## config.mk

```make
export PLATFORM = sky130hd
export DESIGN_NAME = sync_fifo_fwft
export DESIGN_NICKNAME = d
export VERILOG_FILES = /design/src/rtl/sync_fifo_fwft.sv
export SDC_FILE = /design/constraint.sdc
export NUM_CORES = 1
export LEC_CHECK = 0
export BUFFER_PORTS_ARGS = -buffer_cell sky130_fd_sc_hd__buf_2
export CAP_MARGIN = 15
export CELL_PAD_IN_SITES_DETAIL_PLACEMENT = 0
export CELL_PAD_IN_SITES_GLOBAL_PLACEMENT = 1
export CORE_ASPECT_RATIO = 1.1
export CORE_UTILIZATION = 47
export CTS_CLUSTER_DIAMETER = 120
export CTS_CLUSTER_SIZE = 8
export DETAILED_ROUTE_END_ITERATION = 10
export PLACE_DENSITY_LB_ADDON = 0.1
export SYNTH_ARGS = -nofsm -noshare
export SYNTH_HDL_FRONTEND = slang
export SYNTH_SLANG_ARGS = --single-unit
```

## constraint.sdc

```tcl
create_clock -name clk -period 2.65 [get_ports clk]
set_input_delay 0 -clock clk [delete_from_list [all_inputs] [get_ports clk]]
set_output_delay 0 -clock clk [all_outputs]
set_load 0.005 [all_outputs]
```

## src/rtl/sync_fifo_fwft.sv

```systemverilog
// sync_fifo_fwft: parametrised single-clock FIFO with a build-time choice of read
// mode. FWFT=0 gives a registered read with one cycle of latency. FWFT=1 shows the
// head word combinationally, and rd_en pops it. The FIFO also provides an occupancy
// count, almost-full/almost-empty thresholds, a synchronous flush, and sticky
// overflow/underflow flags.
module sync_fifo_fwft #(
  parameter int DATA_WIDTH = 8,
  parameter int DEPTH      = 16,
  parameter int FWFT       = 0,
  parameter int AF_THRESH  = DEPTH - 2,
  parameter int AE_THRESH  = 2
) (
  input  logic                       clk,
  input  logic                       rst,
  input  logic                       flush,
  input  logic                       wr_en,
  input  logic [DATA_WIDTH-1:0]      wr_data,
  output logic                       full,
  output logic                       almost_full,
  input  logic                       rd_en,
  output logic [DATA_WIDTH-1:0]      rd_data,
  output logic                       rd_valid,
  output logic                       empty,
  output logic                       almost_empty,
  output logic [$clog2(DEPTH):0]     level,
  output logic                       overflow,
  output logic                       underflow
);

  localparam int AW = $clog2(DEPTH);
  localparam int LW = AW + 1;

  // Reject parameter sets the pointer arithmetic and threshold decodes cannot honour.
  if (DATA_WIDTH < 1) begin : g_bad_width
    $error("sync_fifo_fwft: DATA_WIDTH must be >= 1");
  end
  if (DEPTH < 2 || (DEPTH & (DEPTH - 1)) != 0) begin : g_bad_depth
    $error("sync_fifo_fwft: DEPTH must be a power of two and >= 2");
  end
  if (AF_THRESH < 1 || AF_THRESH > DEPTH) begin : g_bad_af
    $error("sync_fifo_fwft: AF_THRESH must lie in 1..DEPTH");
  end
  if (AE_THRESH < 0 || AE_THRESH > DEPTH - 1) begin : g_bad_ae
    $error("sync_fifo_fwft: AE_THRESH must lie in 0..DEPTH-1");
  end
  if (FWFT != 0 && FWFT != 1) begin : g_bad_fwft
    $error("sync_fifo_fwft: FWFT must be 0 or 1");
  end

  logic [DATA_WIDTH-1:0] mem [DEPTH];
  logic [AW-1:0]         wr_ptr;
  logic [AW-1:0]         rd_ptr;
  logic [LW-1:0]         level_next;
  logic                  wr_accept;
  logic                  rd_accept;

  // Status flags decode only the registered level, so request inputs have no path to them.
  assign full         = (level == LW'(DEPTH));
  assign empty        = (level == '0);
  assign almost_full  = (level >= LW'(AF_THRESH));
  assign almost_empty = (level <= LW'(AE_THRESH));

  // A flush drops both requests. A full FIFO refuses the write and an empty FIFO
  // refuses the read. This is how a simultaneous request at either boundary is settled.
  assign wr_accept = wr_en && !full  && !flush;
  assign rd_accept = rd_en && !empty && !flush;

  // Compute the next occupancy. A push and a pop in the same cycle cancel out.
  always_comb begin
    // NOTE: every always_comb output gets a default first so no path leaves it unassigned (no latch).
    level_next = level;
    case ({wr_accept, rd_accept})
      2'b10:   level_next = level + 1'b1;
      2'b01:   level_next = level - 1'b1;
      default: level_next = level;
    endcase
  end

  // Write the storage array. It is deliberately left out of reset and flush.
  always_ff @(posedge clk) begin
    // NOTE: the data array has no reset; contents are only meaningful once level says so, and a reset term would stop RAM inference.
    if (wr_accept) begin
      mem[wr_ptr] <= wr_data;
    end
  end

  // Update the pointers, the level counter and the sticky error flags. Reset and flush clear them the same way.
  always_ff @(posedge clk) begin
    // NOTE: sequential state uses non-blocking assignments so every register samples pre-edge values.
    if (rst || flush) begin
      wr_ptr    <= '0;
      rd_ptr    <= '0;
      level     <= '0;
      overflow  <= 1'b0;
      underflow <= 1'b0;
    end else begin
      if (wr_accept) begin
        wr_ptr <= wr_ptr + 1'b1;
      end
      if (rd_accept) begin
        rd_ptr <= rd_ptr + 1'b1;
      end
      level <= level_next;
      if (wr_en && full) begin
        overflow <= 1'b1;
      end
      if (rd_en && empty) begin
        underflow <= 1'b1;
      end
    end
  end

  if (FWFT == 0) begin : g_registered_read
    // Registered read. Data and valid appear in the cycle after an accepted rd_en.
    // rd_data keeps its last value otherwise, including across a flush.
    always_ff @(posedge clk) begin
      if (rst) begin
        rd_data  <= '0;
        rd_valid <= 1'b0;
      end else if (flush) begin
        rd_valid <= 1'b0;
      end else begin
        rd_valid <= rd_accept;
        if (rd_accept) begin
          rd_data <= mem[rd_ptr];
        end
      end
    end
  end else begin : g_fall_through
    // Fall-through. The head entry is always on rd_data, and it is valid whenever the FIFO holds data.
    assign rd_data  = mem[rd_ptr];
    assign rd_valid = !empty;
  end

endmodule

```

== Word level (Yosys, flattened, before mapping) ==
Memory sizes are Yosys's and may differ from the RTL's. A register that Yosys moved wholly into a read port is not among the register bits.
Cells that the tools add are included.

* Word-level logic and storage cells: 34
* ROM bits: 0
* Output and inout port bits: 20
* Flip-flop bits (word level): 16
* RAM bits: 128
* Latch bits: 0
* Memories: 1

* Div/mod/pow operators: 0
* Reduce and logical (&&, ||, !) cells: 14
* Equality and inequality tests: 3
* Muxes and demuxes: 3
* Shifts and indexed selects: 0
* Bitwise gates (word level): 1
* Multiply operators: 0
* Add/sub/neg operators: 4
* $lt $le $gt $ge: 2

{| class="wikitable"
|+ Memories
! name !! words !! bits a word !! read ports !! clocked after memory_dff !! wr ports !! line !! RTL
|-
| mem || 16 || 8 || 1 || 1 || 1 || 50 || <nowiki>logic [DATA_WIDTH-1:0] mem [DEPTH];</nowiki>
|}

{| class="wikitable"
|+ Operator list
! kind !! number
|-
| $pmux W5 S2 || 1
|-
| $add A4 B1 Y4 const B || 2
|-
| $logic_and A1 B1 Y1 || 6
|-
| $add A5 B1 Y5 const B || 1
|-
| $eq A5 B5 Y1 const B || 1
|-
| $ge A5 B4 Y1 const B || 1
|-
| $le A5 B2 Y1 const B || 1
|-
| $logic_not A5 Y1 || 1
|-
| $sub A5 B1 Y5 const B || 1
|-
| $logic_not A1 Y1 || 3
|-
| $eq A2 B1 Y1 const B || 1
|-
| $eq A2 B2 Y1 const B || 1
|-
| $mux W1 || 2
|-
| $reduce_and A2 Y1 || 1
|-
| $reduce_bool A2 Y1 || 1
|-
| $reduce_or A2 Y1 || 1
|-
| $logic_or A1 B1 Y1 || 1
|-
| $not A1 Y1 || 1
|}

== Logic depth before layout (Yosys ltp) ==
Gate-level depths: netlist of run 1.

* Depth after elaboration: 6
* Depth in mapped cells: 10
* Depth with buffers taken out: 9

== Least setup slack after synthesis of run 1 ==
No wires, ideal clock.

* Kind: register -> register
* Start: reg level[0]
* End: reg level[4]
* Setup slack: -139 ps
* Data arrival time: 2717 ps
* Stages on the path, launching flop included: 11
* Required time: 2578 ps
* Cells stage by stage: dfxtp_1 > or4_1 > buf_2 > o21ai_4 > inv_2 > ha_1 > fa_1 > a21o_1 > a21oi_1 > mux2i_1 > mux2i_1

* Word-level cells in the longest chain between the ends: 6
* Elaborated cells between the ends (all ways): 14

{| class="wikitable"
|+ Ends and longest elaborated chain
! element !! line !! RTL
|-
| start: declaration || 25 || <nowiki>output logic [$clog2(DEPTH):0] level,</nowiki>
|-
| start signal: assignment || 103 || <nowiki>level <= level_next;</nowiki>
|-
| $logic_not A5 Y1 * || 59 || <nowiki>assign empty = (level == '0);</nowiki>
|-
| $logic_not A1 Y1 * || 66 || <nowiki>assign rd_accept = rd_en && !empty && !flush;</nowiki>
|-
| $logic_and A1 B1 Y1 * (2 in a row) || 66 ||
|-
| net rd_accept || 55 || <nowiki>logic rd_accept;</nowiki>
|-
| $eq A2 B1 Y1 / $eq A2 B2 Y1 (equally long branches) || 72 || <nowiki>case ({wr_accept, rd_accept})</nowiki>
|-
| $pmux W5 S2 / $reduce_bool A2 Y1 (equally long branches) || n/a ||
|}

Mark *: on every way through the listed nets, which the timed path passes. The rest lies on a longest branch.
A chain may end at the register's enable or synchronous reset.

== Worst setup path in the final report of run 1 ==
Ends and elaborated chain as after synthesis.

==> results of run 1 <==
==> per-stage QoR <==
stage	utilization [%]	instance area [sq um]	power (mW)	instances
final	58.1	7340	5.06	590
after CTS	58.0	7340	5.09	590
after detailed placement	52.6	6650	2.79	546
after floorplan	-	6140	2.72	346
after global routing	58.1	7340	5.20	590
after global placement	52.6	6650	2.78	546
==> power by group <==
group / internal [mW] / total, mW / switching, mW
clock: 1.43 / 2.31 / 0.884
sequential: 2.60 / 2.61 / 0.00670
combinational: 0.0586 / 0.139 / 0.0803
==> cell families (layout without fill, tap and decap cells) <==
family | Yosys count | after routing
AO/OA/AOI/OAI | 29 | 29
adder cells (fa/ha/maj) | 10 | 10
AND/OR/NAND/NOR | 69 | 69
multiplexers | 49 | 49
XOR/XNOR | 9 | 9
flip-flops | 152 | 152
buffers and inverters | 28 | 115
==> cells in the mapped netlist, types with 3 or more instances <==
cell type    n  area, sq um
nor2_1      34          128
mux4_2      32          721
a21oi_1      8         40.0
nand2_1      7         26.3
ha_1         9          113
dfxtp_1     24          480
buf_2        7         35.0
nand3_1      4         20.0
nand2b_1     3         18.8
inv_1        6         22.5
xnor2_1      4         35.0
clkbuf_1    10         37.5
xor2_1       5         43.8
and3b_1      4         35.0
nor3_1       4         20.0
o221ai_1     6         52.6
edfxtp_1   128         3840
mux2i_1     17          170
nand3b_1     6         45.0
==> metal layers <==
metal	track usage (%)	wire length [um]	vias up	part of all wire, %
li1	-	-	1507	-
met1	25.3	5340	1685	43
met3	4.63	575	18	4.6
met5	0	0	-	0
met2	35.0	6440	65	51
met4	6.92	152	0	1.2
==> state kept, by name (all words and copies together), names as in the netlist <==
register	cells
mem	128
rd_data	8
level	5
rd_ptr	4
wr_ptr	4
overflow	1
rd_valid	1
underflow	1
==> final timing paths <==
path | end | slack (ps) | depth (start not counted)
setup / recovery | level[4] | 160 | 9
hold / removal | underflow | 400 | 4
setup reg to reg | level[4] | 160 | 9
hold reg to reg | underflow | 460 | 2
==> layout make-up <==
class                           instances  area, sq um  area share [%]
Clock buffer                           23          468            6.37
Clock inverter                          9          101            1.38
Inverter                                7         26.3           0.358
Multi-Input combinational cell        166         1690            23.0
Sequential cell                       152         4330            58.9
Tap cell                              157          196            2.68
Timing Repair Buffer                   76          533            7.26
==> critical path: cells and delay by family, from the launching register on <==
kind	cells	cell delay (ps)
and+or+nand+nor	1	550
AOI/OAI and AO/OA	3	490
DFF	1	320
buffers and inverters	1	110
muxes	2	400
adders and majority gates	2	550
==> repair_timing <==
action | CTS | global route
endpoints found under the hold margin | 135 | 0
gates resized for setup | 0 | 1
hold buffers | 12 | 0
setup endpoints to repair | 0 | 1
==> impl_metrics.json, run 1 <==
{
  "status": "complete, no violations",
  "netlist_area_sq_mm": 0.00612,
  "num_rows": 43,
  "ios": 33,
  "ys.flop_type": "edfxtp_1",
  "start_kind": "flip-flop",
  "final_common_cell": "edfxtp_1",
  "final.setup_skew_ps": 5.68,
  "grt_pass1_wl_um": 19500,
  "synthAdderAreaFrac_pct": 2.17,
  "gr-total-overflow": 0,
  "worst_pin_slew_ps": 875,
  "drive_above_1_share_pct": 31.4,
  "synth_edf_count": 128,
  "setup_viol": 0,
  "p_leak_nw": 2.54,
  "max_freq_mhz": 402,
  "ys_seq_area_share_pct": 70.7,
  "synthMuxAreaShare_pct": 14.6,
  "cts_buffer_depth": 2,
  "fin_crit_ps": 2490,
  "fp.dieW_um": 111,
  "ant_nets": 0,
  "dp_slack_ps": 94.3,
  "netlist_instances": 346,
  "setup_tns_ps": 0,
  "start_util_pct": 48.4,
  "post_cts_buffers": 0,
  "fin_hold_ws_ps": 398,
  "cts_sinks": 152,
  "area_delta_synth_final_pct": 20.0,
  "slowest_delay_ps": 550,
  "numCtsBuffers": 17,
  "clk_pin_slew_ps": 60,
  "relSlewSlack_pct": 41.2,
  "synthesis.nets": 369,
  "wire_per_inst_um": 21.2,
  "cp_max_fo": 6,
  "dpl.hpwl_um": 8080,
  "synthSimpleGateAreaFrac_pct": 5.60,
  "ir_drop_mv": 0.470,
  "drcViolationCount": 0,
  "cts_root_buffer": "clkbuf_16",
  "antenna_found_initial": 0,
  "viasPerCell": 5.55,
  "synth-seq-cells": 152,
  "wl_um": 12500,
  "grt_use_total_pct": 20.2,
  "rsz0062_at_grt": "false",
  "io_buffers": 32,
  "critPathKind": "reg2reg",
  "cp.arrival_ps": 2840,
  "grt_pass1_vias": 3442,
  "initialDrtViolationCount": 213,
  "synth_xor_area_share_pct": 1.29,
  "cpMostUsedCell": "mux2i_1",
  "synth_warnings": 0,
  "critical_path.endpoint_type": "flip-flop",
  "crit_required_ps": 3000,
  "num-fill-cells": 985,
  "insertedDiodeCount": 0,
  "postSynth.asyncResetShare_pct": 0,
  "gp_congestion": 0.722,
  "clk-insertion-delay-late_ps": 420,
  "core-area_sq_mm": 0.0126,
  "cts_tree": "built",
  "yosys.cell_types.count": 41,
  "worst_hold_path_type": "in2reg",
  "synth_compound_area_share_pct": 3.62,
  "detail_route.first_pass.iterations": 4,
  "grt_max_degree": 35,
  "slowest_stage": "or4_4",
  "startpoint": "level[0]",
  "syn_area_per_cell_sq_um": 17.7,
  "crit_chain": "or4_4 > o21ai_4 > inv_2 > ha_4 > fa_2 > a21o_1 > a21oi_2 > mux2i_1 > mux2i_1",
  "htree_levels": 4,
  "power.density_mw_per_mm2": 689,
  "synth_top_family_by_area": "multiplexers",
  "hold_viol_final": 0,
  "die_h_um": 122,
  "die_area_sq_mm": 0.0135,
  "vias": 3275,
  "nets": 443,
  "r2r-start": "level[0]",
  "slew_violations": 0,
  "max_cap_viol_count": 0,
  "layout_common_cells": "edfxtp_1 (128), nor2_1 (34), mux4_2 (32), buf_2 (32), buf_4 (31)",
  "worst_slack_ps": 161,
  "finalCritPeriodShare_pct": 93.9,
  "hold_start": "rd_en"
}
Note: power is estimated with default switching activity, not from simulation.
==> run 2, diff against run 1 <==
CELL_PAD_IN_SITES_DETAIL_PLACEMENT = unset   (was 0)
CELL_PAD_IN_SITES_GLOBAL_PLACEMENT = unset   (was 1)
CORE_ASPECT_RATIO = unset   (was 1.1)
CORE_UTILIZATION = 50   (was 47)
PLACE_DENSITY = 0.67   (was unset)
PLACE_DENSITY_LB_ADDON = unset   (was 0.1)
clock period = 2.78 ns   (was 2.65 ns; I/O delays follow)
==> run 2 against run 1 <==
Compared with the run above:
- cell count down 2.2%
- worst hold slack better by 6.6 ps
- cell area down 0.41%
- critical endpoint unchanged
- sequential power down 5%
- first-iteration DRC count down 33%
- critical path depth unchanged
- routed wire length down 2.5%
- clock skew up 1.7 ps
- register-to-register slack about the same
- clock power about the same
- count of clock-buffer cells in the layout down 2
==> impl_metrics.json, run 2 (synthesized netlist as in run 1, its figures left out) <==
{
  "num-fill-cells": 886,
  "wire_per_inst_um": 21.1,
  "wl_met2_um": 6170,
  "setup_tns_ps": 0,
  "gr-total-overflow": 0,
  "ir_drop_mv": 0.450,
  "grt_pass1_vias": 3477,
  "final_cells": 577,
  "worst_slack_ps": 150,
  "hold_viol_final": 0,
  "setup_viol": 0,
  "hold_start": "rd_en",
  "wl_met1_um": 5120,
  "status": "complete, no violations",
  "die_h_um": 113,
  "dp_slack_ps": 107,
  "dpl.cell_count": 533,
  "fin_hold_ws_ps": 404,
  "critPathKind": "reg2reg",
  "largest_reg_flops": 128,
  "slew_violations": 0,
  "reg2reg_depth": 9,
  "clk-insertion-delay-late_ps": 420,
  "core-area_sq_mm": 0.0120,
  "num_rows": 40,
  "cts_buffer_depth": 2,
  "grt_pass1_wl_um": 19300,
  "initialDrtViolationCount": 143,
  "drive_above_1_share_pct": 28.8,
  "numCtsBuffers": 17,
  "clk_pin_slew_ps": 60,
  "post_cts_buffers": 0,
  "viasPerCell": 5.62,
  "reg_top3": "mem (128), rd_data (8), level (5)",
  "ant_nets": 0,
  "regMostFlops": "mem",
  "wl_um": 12200,
  "r2r_slack_ps": 150,
  "hold_depth": 4,
  "max_cap_viol_count": 0,
  "total_power_mw": 4.94,
  "worst_hold_path_type": "in2reg",
  "cp_max_fo": 6,
  "final.setup_skew_ps": 7.41,
  "cts_root_buffer": "clkbuf_16",
  "r2r-start": "level[0]",
  "htree_levels": 4,
  "insertedDiodeCount": 0,
  "dpl.hpwl_um": 7740,
  "top_layer": "met4",
  "postPlaceCellArea_sq_mm": 0.00660,
  "rsz0062_at_grt": "false",
  "relSlewSlack_pct": 51.8,
  "critical_path.endpoint_type": "flip-flop",
  "cp.arrival_ps": 2980,
  "area_delta_synth_final_pct": 19.5,
  "power.density_mw_per_mm2": 676,
  "fin_crit_ps": 2630,
  "worst_pin_slew_ps": 722,
  "start_kind": "flip-flop",
  "r2r_end": "level[4]",
  "nets": 440,
  "max_freq_mhz": 380,
  "vias": 3243,
  "crit_required_ps": 3130,
  "drcViolationCount": 0,
  "gp_congestion": 0.775,
  "final_util_pct": 61.1,
  "antenna_found_initial": 0,
  "grt_use_total_pct": 21.5,
  "cts_sinks": 152,
  "wl_met3_um": 780,
  "final_common_cell": "edfxtp_1",
  "cts_tree": "built",
  "detail_route.first_pass.iterations": 4,
  "die_area_sq_mm": 0.0127,
  "fin_area_sq_mm": 0.00731,
  "grt_max_degree": 35,
  "p_leak_nw": 2.53,
  "layout_common_cells": "edfxtp_1 (128), nor2_1 (34), mux4_2 (32), buf_2 (32), buf_4 (28)",
  "io_buffers": 32,
  "min_to": "underflow",
  "ios": 33,
  "fp.dieW_um": 113,
  "start_util_pct": 51.1,
  "finalCritPeriodShare_pct": 94.6
}
## run 2: changes by cell type in the layout (fill, tap and decap cells not counted), sizes merged
cell	previous run	this run
bufinv	2	4
inv	7	8
clkbuf	23	21
clkinvlp	1	0
buf	64	61
## run 2: routing by layer
layer / GRT usage [%] / vias to the layer above
met2: 35.5 / 100
met1: 27.7 / 1628
met3: 5.45 / 8
met5: 0 / -
met4: 7.91 / 0
li1: - / 1507
## run 2: worst max-delay path by stage
stage	to	startpoint	slack, ps	cells after the start
final	level[4]	level[0]	150	9
after global routing	level[4]	level[0]	50	9
after CTS	level[4]	level[0]	90	9
after detailed placement	level[4]	level[0]	110	9
after global placement	level[4]	level[0]	170	9
after floorplan	level[4]	level[0]	20	10
## run 2: cell type report
cell class,count,area (sq um),area share [%]
Inverter,7,26.3,0.359
Sequential cell,152,4330,59.2
Tap cell,147,184,2.52
Clock inverter,11,153,2.09
Multi-Input combinational cell,166,1670,22.9
Clock buffer,21,440,6.02
Timing Repair Buffer,73,510,6.98
## run 2: worst max-delay path, stage by stage (launching register included)
cell and delay [ps]:
dfxtp_1 310, or4_4 560, o21ai_4 180, inv_2 90, ha_2 230, fa_1 410
a21o_1 170, a21oi_1 190, mux2i_1 230, mux2i_1 190
## run 2: timing repair
action / in CTS / in global routing
hold endpoints to repair: 135 / 0
resized for setup: 0 / 1
hold buffers: 12 / 0
endpoints found under the setup margin: 0 / 1
## run 2: report_power, final
part	switching (mW)	leakage, nW	internal, mW
registers	0.00662	1.35	2.48
clock network	0.839	0.287	1.49
logic	0.0749	0.894	0.0535
